$ cat src/rtl/collatz_sched_pkg.sv
// collatz_sched_pkg: shared state encoding, default widths and id-width helper for the collatz scheduler.
package collatz_sched_pkg;
    typedef enum logic [2:0] {
        IDLE  = 3'd0,
        ISSUE = 3'd1,
        WAIT  = 3'd2,
        RESP  = 3'd3,
        DRAIN = 3'd4
    } state_t;
    localparam int DEF_W = 27;
    localparam int DEF_CNT_W = 16;
    function automatic int clog2(input int n);
        int r;
        r = 0;
        while ((1 << r) < n) r++;
        return r;
    endfunction
endpackage

$ cat src/rtl/collatz_sched_rr_pick.sv
// rr_pick: combinational round-robin picker, first asserted request at or after ptr.
module rr_pick
    import collatz_sched_pkg::*;
#(
    parameter int N_REQ = 4
) (
    input  logic [N_REQ-1:0]        req,
    input  logic [clog2(N_REQ)-1:0] ptr,
    output logic [N_REQ-1:0]        grant,
    output logic [clog2(N_REQ)-1:0] idx,
    output logic                    any
);
    localparam int ID_W = clog2(N_REQ);
    logic [ID_W-1:0] j;
    // Scan from the farthest slot back to ptr so the nearest hit is written last.
    always_comb begin
        idx = '0;
        j = '0;
        any = |req;
        for (int k = N_REQ - 1; k >= 0; k--) begin
            j = ID_W'((int'(ptr) + k) % N_REQ);
            if (req[j]) idx = j;
        end
        grant = any ? (N_REQ'(1) << idx) : '0;
    end
endmodule

$ cat src/rtl/collatz_sched.sv
// collatz_sched: round-robin scheduler sharing one collatz datapath, one op in flight,
// with optional wait timeout and draining of late results.
module collatz_sched
    import collatz_sched_pkg::*;
#(
    parameter int N_REQ = 4,
    parameter int W = DEF_W,
    parameter int CNT_W = DEF_CNT_W,
    parameter int TIMEOUT = 0
) (
    input  logic                    clk,
    input  logic                    rst,
    input  logic [N_REQ-1:0]        req_valid,
    input  logic [N_REQ*W-1:0]      req_data,
    output logic [N_REQ-1:0]        req_ready,
    output logic                    resp_valid,
    input  logic                    resp_ready,
    output logic [clog2(N_REQ)-1:0] resp_id,
    output logic [W-1:0]            resp_data,
    output logic [CNT_W-1:0]        resp_cycles,
    output logic                    resp_timeout,
    output logic                    dp_start,
    output logic [W-1:0]            dp_a,
    input  logic                    dp_done,
    input  logic [W-1:0]            dp_b,
    output logic                    busy,
    output logic                    err_spurious
);
    localparam int ID_W = clog2(N_REQ);
    state_t state, state_nx;
    logic [ID_W-1:0] rr_ptr, gnt_idx;
    logic [N_REQ-1:0] gnt;
    logic [W-1:0] op_sel;
    logic [CNT_W-1:0] cnt;
    logic gnt_any, drain_owed, stale, done_ok, tmo_hit;

    rr_pick #(.N_REQ(N_REQ)) u_pick (
        .req(req_valid), .ptr(rr_ptr), .grant(gnt), .idx(gnt_idx), .any(gnt_any)
    );

    assign done_ok = state == WAIT && dp_done;
    assign tmo_hit = state == WAIT && !dp_done && TIMEOUT != 0 && cnt == CNT_W'(TIMEOUT - 1);

    always_comb begin
        op_sel = '0;
        for (int i = 0; i < N_REQ; i++) if (gnt[i]) op_sel = req_data[i*W +: W];
    end

    always_ff @(posedge clk) state <= rst ? IDLE : state_nx;

    always_comb begin
        state_nx = state;
        case (state)
            IDLE:    state_nx = gnt_any ? ISSUE : IDLE;
            ISSUE:   state_nx = WAIT;
            WAIT:    state_nx = (dp_done || tmo_hit) ? RESP : WAIT;
            RESP:    state_nx = !resp_ready ? RESP : (drain_owed && !dp_done) ? DRAIN : IDLE;
            DRAIN:   state_nx = dp_done ? IDLE : DRAIN;
            default: state_nx = IDLE;
        endcase
    end

    always_comb begin
        req_ready = state == IDLE ? gnt : '0;
        dp_start = state == ISSUE;
        resp_valid = state == RESP;
        busy = state != IDLE;
    end

    // stale remembers an op abandoned by reset so its late result is not flagged.
    always_ff @(posedge clk) begin
        if (rst) begin
            rr_ptr <= '0;
            resp_id <= '0;
            resp_data <= '0;
            resp_cycles <= '0;
            resp_timeout <= 1'b0;
            dp_a <= '0;
            cnt <= '0;
            drain_owed <= 1'b0;
            err_spurious <= 1'b0;
            stale <= state inside {ISSUE, WAIT, DRAIN} || drain_owed;
        end else begin
            if (state == IDLE && gnt_any) begin
                dp_a <= op_sel;
                resp_id <= gnt_idx;
            end
            cnt <= state == ISSUE ? '0 : (state == WAIT && cnt != '1) ? cnt + 1'b1 : cnt;
            if (done_ok || tmo_hit) begin
                resp_data <= done_ok ? dp_b : '0;
                resp_timeout <= tmo_hit;
                resp_cycles <= cnt == '1 ? cnt : cnt + 1'b1;
                drain_owed <= tmo_hit;
            end else if (dp_done) drain_owed <= 1'b0;
            if (dp_done) stale <= 1'b0;
            if (dp_done && !stale && (state == IDLE || state == ISSUE || (state == RESP && !drain_owed)))
                err_spurious <= 1'b1;
            if (resp_valid && resp_ready) rr_ptr <= ID_W'((int'(resp_id) + 1) % N_REQ);
        end
    end
endmodule
$ cat config.mk
export PLATFORM = sky130hd
export DESIGN_NAME = collatz_sched
export DESIGN_NICKNAME = d
export VERILOG_FILES = /design/src/rtl/collatz_sched_pkg.sv /design/src/rtl/collatz_sched_rr_pick.sv /design/src/rtl/collatz_sched.sv
export SDC_FILE = /design/constraint.sdc
export NUM_CORES = 1
export LEC_CHECK = 0
export BUFFER_PORTS_ARGS = -buffer_cell sky130_fd_sc_hd__buf_2
export CAP_MARGIN = 25
export CORE_UTILIZATION = 50
export CTS_BUF_LIST = sky130_fd_sc_hd__clkbuf_16
export DETAILED_ROUTE_END_ITERATION = 7
export HOLD_SLACK_MARGIN = 0.02
export PLACE_DENSITY = 0.82
export SLEW_MARGIN = 20
export SYNTH_ARGS = -nofsm -noshare
export SYNTH_HDL_FRONTEND = slang
export SYNTH_SLANG_ARGS = --single-unit
$ cat constraint.sdc
create_clock -name clk -period 4.6 [get_ports clk]
set_clock_uncertainty 0.15 [all_clocks]
set_input_delay 0.69 -clock clk [delete_from_list [all_inputs] [get_ports clk]]
set_output_delay 0.69 -clock clk [all_outputs]
set_load 0.005 [all_outputs]
Word level (Yosys, flattened, before mapping)
Cells that the tools add are included.
- logic and storage cells: 66
- output and inout port bits: 81
- bits of input ports: 143
- register bits after elaboration: 95
- shift operators: 1
- reduce and logical (&&, ||, !) cells: 15
- eq/ne operators: 6
- $add $sub $neg: 5
- multiplexer cells: 26
- $lt $le $gt $ge: 4
- operators by type and width (kind ; number):
    $mux W27 ; 4
    $add A16 B1 Y16 const B ; 1
    $eq A16 B16 Y1 const B ; 1
    $mux W16 ; 1
    $ne A16 B16 Y1 const B ; 1
    $pmux W3 S5 ; 1
    $lt A2 B3 Y1 const B ; 4
    $mux W2 ; 5
    $bmux W1 S2 ; 4
    $mux W1 ; 8
    $mux W4 ; 2
    $eq A3 B2 Y1 const B ; 2
    $logic_and A1 B1 Y1 ; 6
    $reduce_bool A3 Y1 ; 2
    $add A2 B1 Y2 const B ; 2
    $add A2 B2 Y2 const B ; 2
    $reduce_or A4 Y1 ; 1
    $shl A1 B2 Y4 const A ; 1
    $eq A3 B1 Y1 const B ; 1
    $eq A3 B3 Y1 const B ; 1
    $logic_not A3 Y1 ; 1
    $mux W3 ; 1
    $logic_or A1 B1 Y1 ; 2
    $reduce_bool A2 Y1 ; 1
    2 further kinds ; 2

Depth between registers and ports, before layout
Gate-level depths: netlist (run 1).
- depth after elaboration: 13
- gate-level depth with buffers: 8
- depth with buffers taken out: 6

Cells and area by module
Synthesis (run 1) repeated with hierarchy kept, for this count alone.
- cells, all modules: 628
- area, all modules: 5003.5 um2
- by module, submodules not included (module ; cells an instance ; times used ; area an instance (um2)):
    collatz_sched ; 595 ; 1 ; 4792.1
    rr_pick ; 33 ; 1 ; 211.5

Least setup slack after synthesis (run 1)
OpenSTA, ideal clock, no wires.
- path type: input -> output
- start point: in req_valid[1]
- end point: out req_ready[0]
- cell stages on the path: 6
- path buffers: 2
- setup slack: 1.681 ns
- arrival time: 2.079 ns
- cells stage by stage: clkbuf_1 > or3b_2 > o31ai_1 > or3_1 > clkbuf_1 > nor3b_1
- cells in the longest elaborated chain, start to end: 9
- elaborated cells between the ends (all ways): 16
- those cells by class: shift (1); mux (14); reduce/logical (1)
- ends and longest elaborated chain (element ; line ; RTL):
    start, declared ; collatz_sched.sv:13 ; input logic [N_REQ-1:0] req_valid,
    $bmux W1 S2 ; collatz_sched_rr_pick.sv:22 ; if (req[j]) idx = j;
    $mux W1 (implied by the code) ; collatz_sched_rr_pick.sv:22 ;
    $mux W2 (4 in series) ; collatz_sched_rr_pick.sv:22 ;
    $shl A1 B2 Y4 ; collatz_sched_rr_pick.sv:24 ; grant = any ? (N_REQ'(1) << idx) : '0;
    $mux W4 (*) ; collatz_sched_rr_pick.sv:24 ;
    $mux W4 (*) ; collatz_sched.sv:64 ; req_ready = state == IDLE ? gnt : '0;
    end, declared ; collatz_sched.sv:15 ; output logic [N_REQ-1:0] req_ready,
Mark *: on every way between the ends. The rest lies on a longest branch, timed or not. The select of a mux whose other input is x is not followed.

Worst setup path after layout (run 1)
- start point: in req_valid[2]
- end point: out req_ready[0]
The elaborated chain is that of the path after synthesis.

==> impl_metrics.yaml, run 1 <==
run_status:
  result_of_the_run: "completed"
critical_path:
  cp_slowest_stage_delay_ns: 0.48
  timing_worst_setup_path_type: "in -> out"
  crit_top_cell: "buf_2"
  crit_required_ns: 3.76
  worst-endpoint-arrival_ns: 2.30
  worstSetupStartpointType: "primary input"
  critPathSlowestCell: "or3b_2"
  worstPathMaxFanout: 13
  cp_cell_sequence: "buf_2 -> or3b_2 -> o31ai_1 -> or3_1 -> nor3b_1 -> buf_2"
  critical_path.endpoint_type: "output port"
synth:
  ys_seq_elements: 95
  synth.lib_cells_used.distinct: 57
  postSynth.asyncResetShare_pct: 0
  synth_adder_area_share_pct: 0.264
  synth_enable_flop_cells: 1
  synth_compound_gate_area_share_pct: 25.1
  yosys.area_share.simple_pct: 23.2
  synthXorXnorAreaFrac_pct: 4.99
  largest_family_of_logic_cells_by_synthesized_area: "compound AO/OA/AOI/OAI gates"
  synth_mux_area_share_pct: 0.422
  synth.cell_area_um2: 4740
  synthTopCellsByArea: "dfxtp_1, nand2_1, nor2_1"
  synthesis.instances: 588
  synth.yosys.seq_area_share_pct: 40.3
  synthFlopType: "dfxtp_1"
  synth.net_count: 732
  syn-mean-instance-area_um2: 8.06
  post-synth-top-area-cell: "dfxtp_1"
  synthesis.yosys.warnings: 0
  top_area_cell_type_share_of_the_netlist_area_pct: 39.7
cts:
  cts_made_buffers: 9
  cts.root.buffer_cell: "clkbuf_16"
  h_tree_level_count: 3
  cts_setup_buffers: 0
  hold_buffers: 0
  clk_path_buf_depth: 2
  clk_transition_reported_paths_ns: 0.07
  clk_latency_ns: 0.33
  tritoncts_clock_tree: "yes"
  post_cts_resized: 0
  clock-sinks: 95
floorplanning:
  die_w_um: 99.3
  fp-row-count: 35
  top_level_ports: 224
  initial_core_util_pct: 51.5
  die_h_um: 99.3
  fp.dieArea_um2: 9870
  design.core.area_um2: 9200
power:
  relative_contribution_of_the_clock_network_to_total_power_pct: 37.7
  static-leakage-power_nw: 2.67
  cell_internal_pwr_mw: 1.59
  power.share.sequential_pct: 42.1
  post-layout-total-power_mw: 2.21
  netSwitchingFraction_pct: 27.8
  comb_power_share_pct: 20.2
  pwr_density_cell_nw_per_um2: 359
  netSwitchingPower_mw: 0.613
  irDropWorstVdd_uv: 253
sta:
  fin_crit_ns: 3.14
  final_max_slew_viols: 0
  setup_violations: 0
  rsz0062_at_grt: "no"
  hold_viol: 0
  finalCritPeriodShare_pct: 68.3
  maxClockFrequency_mhz: 318
  timing.setup.tns_ns: 0
  slew_headroom_pct: 33.0
  worst_slew_pin_slew_ns: 1.01
placement:
  dpl.cell_count: 870
  port_buffers: 222
  gp_congestion: 0.952
  dp_hpwl_um: 11200
flow_run:
  maximum_capacitance_violations: 0
layout:
  final_nets: 914
  layout_overhead_on_the_synthesized_area_pct: 29.7
  finalNonFillerCells: 889
  drive_gt1_share_pct: 32.8
routing:
  detailedRoute.firstIterationViolations: 380
  detail_route.wl_per_cell_um: 17.5
  dr_total_vias: 5355
  viasPerCell: 6.02
  detail_route.wirelength_um: 15500
  drt-pass1-iter-count: 5
  ant_nets: 0
  remaining_drc_errors: 0
global_routing:
  number_of_global_route_vias_before_repair: 4860
  grt_start_max_net_pins: 57
  global_route_wire_length_before_repair_um: 23900
  grtUsageTotal_pct: 30.4
  antenna_violations_before_repair: 3
  grt_residual_overflow: 0
worst_hold_path:
  worstHoldPathType: "reg -> reg"
[synthesized netlist by cell type, drive strengths merged (2+ instances only)]
cell type,instances
a211oi,9
o22ai,6
clkbuf,48
a221oi,27
or4,2
nand2b,3
o211a,2
o21ai,5
nand2,93
o2bb2ai,7
xnor2,13
nor2b,2
and3,3
nor2,76
inv,3
mux2i,2
a22oi,6
nor3,13
xor2,14
or3,3
and2,3
o211ai,2
dfxtp,94
nand3,12
o21a,3
or2,5
a21oi,40
a2bb2oi,21
or3b,2
nor4,6
buf,10
a311oi,4
nand4,9
and4,3
o32ai,21
nor3b,3
[per-layer routing]
metal / wire length [um] / global-route usage (%) / up-vias
met5: 0 / 0 / -
met4: 573 / 13.3 / 0
met3: 1150 / 4.99 / 59
met2: 7680 / 52.6 / 286
met1: 6120 / 37.2 / 2507
li1: - / - / 2503
[metrics by stage]
step	hold WS [ns]	setup slack, ns	utilization [%]	area [um2]
after floorplan	0.298	1.68	-	4740
after global placement	0.289	1.57	63.0	5790
after detailed placement	0.294	1.49	63.0	5800
after CTS	0.303	1.51	66.7	6140
after global routing	0.323	1.44	66.8	6140
final	0.302	1.46	66.8	6140
[worst paths after layout]
kind,start,endpoint,slack [ns],cells past startpoint
setup reg to reg,state[1]$_SDFF_PP0_,dp_a[11]$_SDFFE_PP0P_,1.81,4
hold reg to reg,resp_data[7]$_SDFFE_PP0P_,resp_data[7]$_SDFFE_PP0P_,0.30,2
setup / recovery,req_valid[2],req_ready[0],1.46,6
hold / removal,resp_data[7]$_SDFFE_PP0P_,resp_data[7]$_SDFFE_PP0P_,0.30,2
[power groups by stage]
| stage | logic, mW | registers (mW) | clock network, mW |
|---|---|---|---|
| after floorplan | 0.264 | 0.940 | 0 |
| after global placement | 0.429 | 0.943 | 0 |
| after detailed placement | 0.441 | 0.946 | 0 |
| after CTS | 0.443 | 0.927 | 0.842 |
| after global routing | 0.486 | 0.936 | 0.880 |
| final | 0.447 | 0.929 | 0.831 |
[logic make-up after synthesis]
group | Yosys count
DFF | 95
muxes | 2
other | 1
and+or+nand+nor | 242
buffers and inverters | 61
xor gates and xnor gates | 27
AOI/OAI and AO/OA | 159
adders and majority gates | 1
[cells in the final DEF, fill, tap and decap left out, types with 6 or more instances in the layout]
master / netlist / layout
buf_2: 6 / 222
a211oi_1: 9 / 9
a2bb2oi_1: 21 / 21
o32ai_1: 20 / 20
xnor2_1: 13 / 13
a22oi_1: 6 / 6
nand2_1: 93 / 93
clkbuf_16: 0 / 10
dfxtp_1: 94 / 94
nor3_1: 13 / 13
xor2_1: 14 / 14
nor2_1: 76 / 75
nand3_1: 12 / 12
a221oi_1: 27 / 27
a21oi_1: 40 / 40
nand4_1: 9 / 9
o2bb2ai_1: 7 / 7
o22ai_1: 6 / 6
buf_4: 1 / 7
[critical path, delay by kind of cell]
kind                   cells  cell delay (ns)
AOI/OAI and AO/OA          1             0.08
and+or+nand+nor            3             1.19
buffers and inverters      2             0.35
[sequential cells by signal, summed over array words and instances, names as in the netlist]
register / cells
state: 3
dp_a: 27
resp_data: 27
resp_id: 2
rr_ptr: 2
resp_cycles: 16
err_spurious: 1
cnt: 16
stale: 1
[cell type report]
type | instances | area, um2
inverter | 3 | 11.3
clock buffer | 10 | 250
multi-input combinational | 432 | 2570
clock inverter | 6 | 88.8
antenna | 3 | 7.51
timing repair buffer | 229 | 1160
tap | 111 | 139
sequential | 95 | 1910
fill | 782 | 3050
Power figures use the tool's default switching activity.
==> run 2, diff against run 1 <==
--- a/config.mk
+++ b/config.mk
@@ -7,11 +7,11 @@
 export LEC_CHECK = 0
 export BUFFER_PORTS_ARGS = -buffer_cell sky130_fd_sc_hd__buf_2
 export CAP_MARGIN = 25
-export CORE_UTILIZATION = 50
+export CORE_UTILIZATION = 42
 export CTS_BUF_LIST = sky130_fd_sc_hd__clkbuf_16
 export DETAILED_ROUTE_END_ITERATION = 7
 export HOLD_SLACK_MARGIN = 0.02
-export PLACE_DENSITY = 0.82
+export PLACE_DENSITY = 0.73
 export SLEW_MARGIN = 20
 export SYNTH_ARGS = -nofsm -noshare
 export SYNTH_HDL_FRONTEND = slang
==> constraint.sdc (replaced) <==
create_clock -name clk -period 2.6 [get_ports clk]
set_clock_uncertainty 0.15 [all_clocks]
set_input_delay 0.39 -clock clk [delete_from_list [all_inputs] [get_ports clk]]
set_output_delay 0.39 -clock clk [all_outputs]
set_load 0.005 [all_outputs]
==> run 2 against run 1 <==
Critical path depth shrank 1. Setup slack worse by 1.3 ns. Cell count grew 5.1%. Largest cell class unchanged. Power grew 79%. Count of clock-buffer cells in the layout stayed put. Combinational power is 83% higher. Critical endpoint unchanged.
==> impl_metrics.yaml, run 2 (synthesized netlist as in run 1, its figures left out) <==
global_routing:
  number_of_global_route_vias_before_repair: 4961
  antenna_violations_before_repair: 1
  grt_start_max_net_pins: 42
  grtUsageTotal_pct: 25.2
  global_route_wire_length_before_repair_um: 23300
  grt_residual_overflow: 0
layout:
  layout_top_registers: "dp_a x27, resp_data x27"
  filler_cells_inserted: 1042
  multi_input_area_um2: 2570
  most_common_library_cell_in_the_layout_ignoring_fill_and_taps: "buf_2"
  final_nets: 931
  layout_overhead_on_the_synthesized_area_pct: 33.3
  drive_gt1_share_pct: 34.2
  post-route-util_pct: 57.8
  most_frequent_cells_in_the_layout: "buf_2, dfxtp_1, nand2_1"
  ff_latch_area_um2: 1910
cts:
  cts_made_buffers: 9
  cts_setup_buffers: 0
  post_cts_resized: 0
  clk_path_buf_depth: 2
  clk_latency_ns: 0.34
  hold_buffers: 0
  clock-sinks: 95
  cts.root.buffer_cell: "clkbuf_16"
  clk_transition_reported_paths_ns: 0.08
  tritoncts_clock_tree: "yes"
  h_tree_level_count: 3
routing:
  drt-pass1-iter-count: 5
  wl_met3_um: 807
  ant_nets: 0
  met1Wirelength_um: 6300
  top_layer: "met4"
  detailedRoute.firstIterationViolations: 375
  dr_total_vias: 5229
  viasPerCell: 5.60
  remaining_drc_errors: 0
  detail_route.wirelength_um: 15300
  detail_route.wl_per_cell_um: 16.4
  met2_wirelength_um: 7770
placement:
  dp_hpwl_um: 11100
  gp_congestion: 0.898
  port_buffers: 222
critical_path:
  crit_required_ns: 2.06
  worst-endpoint-arrival_ns: 1.92
  worstSetupStartpointType: "register"
  critical_path.endpoint_type: "output port"
  worstPathMaxFanout: 14
  reg2reg_to: "dp_a[1]$_SDFFE_PP0P_"
  reg2reg_slack_ns: 0.33
  cp_slowest_stage_delay_ns: 0.60
  reg2regPathDepth: 6
  critPathSlowestCell: "dfxtp_1"
  timing_worst_setup_path_type: "reg -> out"
  worst_r2r_startpoint: "rr_ptr[1]$_SDFFE_PP0P_"
  cp_cell_sequence: "mux2i_1 -> nor2_1 -> or3_1 -> nor3b_1 -> buf_2"
floorplanning:
  fp-row-count: 38
  top_level_ports: 224
  fp.dieArea_um2: 11700
  initial_core_util_pct: 43.3
  die_w_um: 108
  die_h_um: 108
  design.core.area_um2: 10900
sta:
  timing.setup.tns_ns: 0
  worst_slew_pin_slew_ns: 0.567
  rsz0062_at_grt: "no"
  hold_viol: 0
  maxClockFrequency_mhz: 406
  finalCritPeriodShare_pct: 94.7
  setup_violations: 0
  fin_crit_ns: 2.46
  final_max_slew_viols: 0
  slew_headroom_pct: 61.9
worst_hold_path:
  timing.hold.worst_path_depth: 3
  whs_endpoint: "resp_data[11]$_SDFFE_PP0P_"
  worstHoldPathType: "in -> reg"
  holdCritStartpoint: "dp_b[11]"
power:
  irDropWorstVdd_uv: 354
  pwr_density_cell_nw_per_um2: 627
  static-leakage-power_nw: 2.77
run_status:
  result_of_the_run: "completed"
flow_run:
  maximum_capacitance_violations: 0
==> run 2: cell count changes in the layout (fill, tap and decap cells not counted), sizes merged <==
cell / previous run / this run
buf: 229 / 246
clkinvlp: 2 / 0
inv: 4 / 6
diode: 3 / 2
==> run 2: critical path, delay by kind of cell, from the launching register on <==
family / cells / cell delay (ns)
AND/OR/NAND/NOR: 3 / 0.60
multiplexers: 1 / 0.25
flip-flops: 1 / 0.60
buffers and inverters: 1 / 0.13
==> run 2: worst max-delay path by stage <==
stage                                start              endpoint  slack (ns)  cells past startpoint
floorplan                     req_valid[1]          req_ready[0]        0.28                      6
global placement              req_valid[2]  dp_a[6]$_SDFFE_PP0P_        0.44                      7
detailed placement            req_valid[2]  dp_a[6]$_SDFFE_PP0P_        0.35                      7
CTS                 rr_ptr[1]$_SDFFE_PP0P_          req_ready[0]        0.16                      5
global route        rr_ptr[1]$_SDFFE_PP0P_          req_ready[0]        0.04                      5
finish              rr_ptr[1]$_SDFFE_PP0P_          req_ready[0]        0.14                      5
==> run 2: layer usage <==
| layer | global-route usage [%] | vias to the layer above |
|---|---|---|
| met5 | 0 | - |
| met4 | 11.0 | 0 |
| met3 | 5.42 | 34 |
| met2 | 45.2 | 179 |
| met1 | 28.7 | 2487 |
| li1 | - | 2529 |
==> run 2: cell type report <==
class | instances | area share [%]
multi-input cells | 432 | 40.6
flip-flops and latches | 95 | 30.3
repair buffers | 246 | 20.6
clock buffers | 10 | 3.96
well taps | 140 | 2.77
clock inverters | 6 | 1.49
inverters | 3 | 0.178
diodes | 2 | 0.0792
==> run 2: report_power, final <==
group	internal [mW]	switching (mW)	leakage (nW)
combinational	0.373	0.447	1.82
sequential	1.57	0.0625	0.776
clock	0.914	0.598	0.171
==> run 2: through the flow <==
step	std cells	power (mW)	instance area (um2)	hold WS, ns	setup WS [ns]
detailed placement	916	2.47	5970	0.295	0.349
finish	934	3.96	6320	0.129	0.137
CTS	932	3.99	6310	0.116	0.160
global placement	916	2.45	5970	0.289	0.437
floorplan	588	2.13	4740	0.298	0.281
global route	933	4.15	6310	0.115	0.0368
==> run 3, diff against run 2 <==
--- a/config.mk
+++ b/config.mk
@@ -7,11 +7,11 @@
 export LEC_CHECK = 0
 export BUFFER_PORTS_ARGS = -buffer_cell sky130_fd_sc_hd__buf_2
 export CAP_MARGIN = 25
-export CORE_UTILIZATION = 42
+export CORE_UTILIZATION = 47
 export CTS_BUF_LIST = sky130_fd_sc_hd__clkbuf_16
 export DETAILED_ROUTE_END_ITERATION = 7
 export HOLD_SLACK_MARGIN = 0.02
-export PLACE_DENSITY = 0.73
+export PLACE_DENSITY = 0.78
 export SLEW_MARGIN = 20
 export SYNTH_ARGS = -nofsm -noshare
 export SYNTH_HDL_FRONTEND = slang
==> constraint.sdc (replaced) <==
create_clock -name clk -period 2.4 [get_ports clk]
set_clock_uncertainty 0.15 [all_clocks]
set_input_delay 0.36 -clock clk [delete_from_list [all_inputs] [get_ports clk]]
set_output_delay 0.36 -clock clk [all_outputs]
set_load 0.005 [all_outputs]
==> run 3 against run 2 <==
Cell area barely moved. Die area fell by 10%. Non-clock buffer count rose by 9. Critical path type unchanged. Highest routed layer unchanged. Sequential power rose by 8%. Critical endpoint unchanged. Sequential cell count did not move.
==> impl_metrics.yaml, run 3 (synthesized netlist as in run 1, its figures left out) <==
routing:
  dr_total_vias: 5321
  ant_nets: 0
  drt-pass1-iter-count: 5
  detail_route.wl_per_cell_um: 16.5
  viasPerCell: 5.67
  detailedRoute.firstIterationViolations: 380
  detail_route.wirelength_um: 15500
  remaining_drc_errors: 0
critical_path:
  worstPathMaxFanout: 14
  critical_path.endpoint_type: "output port"
  crit_required_ns: 1.89
  cp_slowest_stage_delay_ns: 0.50
  critPathSlowestCell: "or3b_2"
  worst_r2r_startpoint: "cnt[1]$_SDFFE_PP0P_"
  capture_point_of_the_critical_path: "req_ready[0]"
  cp_cell_sequence: "or3b_2 -> o31ai_1 -> or3_1 -> nor3b_1 -> buf_2"
  reg2reg_slack_ns: 0.17
  worst-endpoint-arrival_ns: 1.75
  reg2regPathDepth: 7
  critPathLaunch: "rr_ptr[1]$_SDFFE_PP0P_"
  worstSetupStartpointType: "register"
  timing_worst_setup_path_type: "reg -> out"
  reg2reg_to: "cnt[12]$_SDFFE_PP0P_"
floorplanning:
  design.core.area_um2: 9770
  fp-row-count: 36
  die_w_um: 102
  initial_core_util_pct: 48.5
  top_level_ports: 224
  die_h_um: 102
  fp.dieArea_um2: 10500
layout:
  layout_top_registers: "dp_a x27, resp_data x27"
  filler_cells_inserted: 886
  most_common_library_cell_in_the_layout_ignoring_fill_and_taps: "buf_2"
  drive_gt1_share_pct: 34.8
  layout_overhead_on_the_synthesized_area_pct: 33.2
  final_nets: 940
  post-route-cell-area_um2: 6310
  most_frequent_cells_in_the_layout: "buf_2, dfxtp_1, nand2_1"
cts:
  clock-sinks: 95
  h_tree_level_count: 3
  clk_latency_ns: 0.34
  tritoncts_clock_tree: "yes"
  cts_made_buffers: 9
  clk_transition_reported_paths_ns: 0.07
  hold_buffers: 0
  clk_path_buf_depth: 2
  cts.root.buffer_cell: "clkbuf_16"
sta:
  worst_slew_pin_slew_ns: 0.567
  slew_headroom_pct: 61.9
  hold_viol: 0
  whs_ns: 0.105
  rsz0062_at_grt: "no"
  setup_violations: 0
  final_max_slew_viols: 0
  timing.setup.tns_ns: 0
  finalCritPeriodShare_pct: 94.3
  fin_crit_ns: 2.26
  maxClockFrequency_mhz: 442
power:
  netSwitchingFraction_pct: 29.1
  netSwitchingPower_mw: 1.15
  power.share.sequential_pct: 44.5
  irDropWorstVdd_uv: 310
  cell_internal_pwr_mw: 2.80
  relative_contribution_of_the_clock_network_to_total_power_pct: 32.6
  static-leakage-power_nw: 2.78
  pwr_density_cell_nw_per_um2: 627
  comb_power_share_pct: 22.9
worst_hold_path:
  holdCritStartpoint: "dp_b[11]"
  worstHoldPathType: "in -> reg"
placement:
  port_buffers: 222
  dp_hpwl_um: 11400
  gp_congestion: 0.932
  detailed_place.area_um2: 6030
global_routing:
  grt_start_max_net_pins: 44
  grt_residual_overflow: 0
  antenna_violations_before_repair: 4
  global_route_wire_length_before_repair_um: 23900
  number_of_global_route_vias_before_repair: 4820
  grtUsageTotal_pct: 29.3
run_status:
  result_of_the_run: "completed"
flow_run:
  maximum_capacitance_violations: 0
run 3: metrics by stage:
stage / util [%] / total power [mW] / instances / setup slack [ns]
3_5_place_dp: 61.7 / 2.69 / 918 / 0.207
6_report: 64.6 / 3.95 / 938 / 0.136
5_1_grt: 64.6 / 4.15 / 938 / 0.00199
3_3_place_gp: 61.7 / 2.66 / 918 / 0.313
4_1_cts: 64.4 / 3.97 / 934 / 0.0321
2_1_floorplan: - / 2.31 / 588 / 0.141
run 3: what timing repair did:
item,4_1_cts,5_1_grt
gates resized for setup,1,2
gates cloned,0,0
setup buffers,0,0
setup endpoints to repair,1,2
run 3: power by group through the flow:
| stage | registers (mW) | clock network [mW] | logic [mW] |
|---|---|---|---|
| final | 1.76 | 1.29 | 0.905 |
| after global routing | 1.77 | 1.39 | 0.993 |
| after CTS | 1.76 | 1.32 | 0.896 |
| after detailed placement | 1.80 | 0 | 0.893 |
| after global placement | 1.79 | 0 | 0.872 |
| after floorplan | 1.80 | 0 | 0.506 |
run 3: worst max-delay path, delay by kind of cell (launching register included):
family                 cells  cell delay (ns)
buffers and inverters      1             0.14
AND/OR/NAND/NOR            3             0.82
flip-flops                 1             0.39
AO/OA/AOI/OAI              1             0.08
run 3: worst min path at each step:
stage | to | slack, ns | cells past startpoint
5_1_grt | resp_data[3]$_SDFFE_PP0P_ | 0.1 | 3
3_5_place_dp | resp_data[9]$_SDFFE_PP0P_ | 0.29 | 2
2_1_floorplan | resp_cycles[0]$_SDFFE_PP0P_ | 0.30 | 2
6_report | resp_data[11]$_SDFFE_PP0P_ | 0.11 | 3
4_1_cts | resp_data[11]$_SDFFE_PP0P_ | 0.09 | 3
3_3_place_gp | resp_data[17]$_SDFFE_PP0P_ | 0.29 | 2
run 3: routing by layer:
| metal | share of wire, % | vias up | track usage (%) |
|---|---|---|---|
| met5 | 0 | - | 0 |
| met4 | 2.6 | 0 | 15.9 |
| met3 | 6.3 | 31 | 7.73 |
| met2 | 51 | 197 | 48.2 |
| met1 | 40 | 2533 | 35.0 |
| li1 | - | 2560 | - |
run 3: area by class of cell:
cell class | count | area, um2 | share of cell area [%]
clock buffers | 9 | 225 | 3.57
diodes | 4 | 10.0 | 0.159
clock inverters | 7 | 40.0 | 0.634
repair buffers | 255 | 1370 | 21.7
inverters | 3 | 11.3 | 0.178
multi-input cells | 432 | 2570 | 40.8
well taps | 133 | 166 | 2.64
flip-flops and latches | 95 | 1910 | 30.3
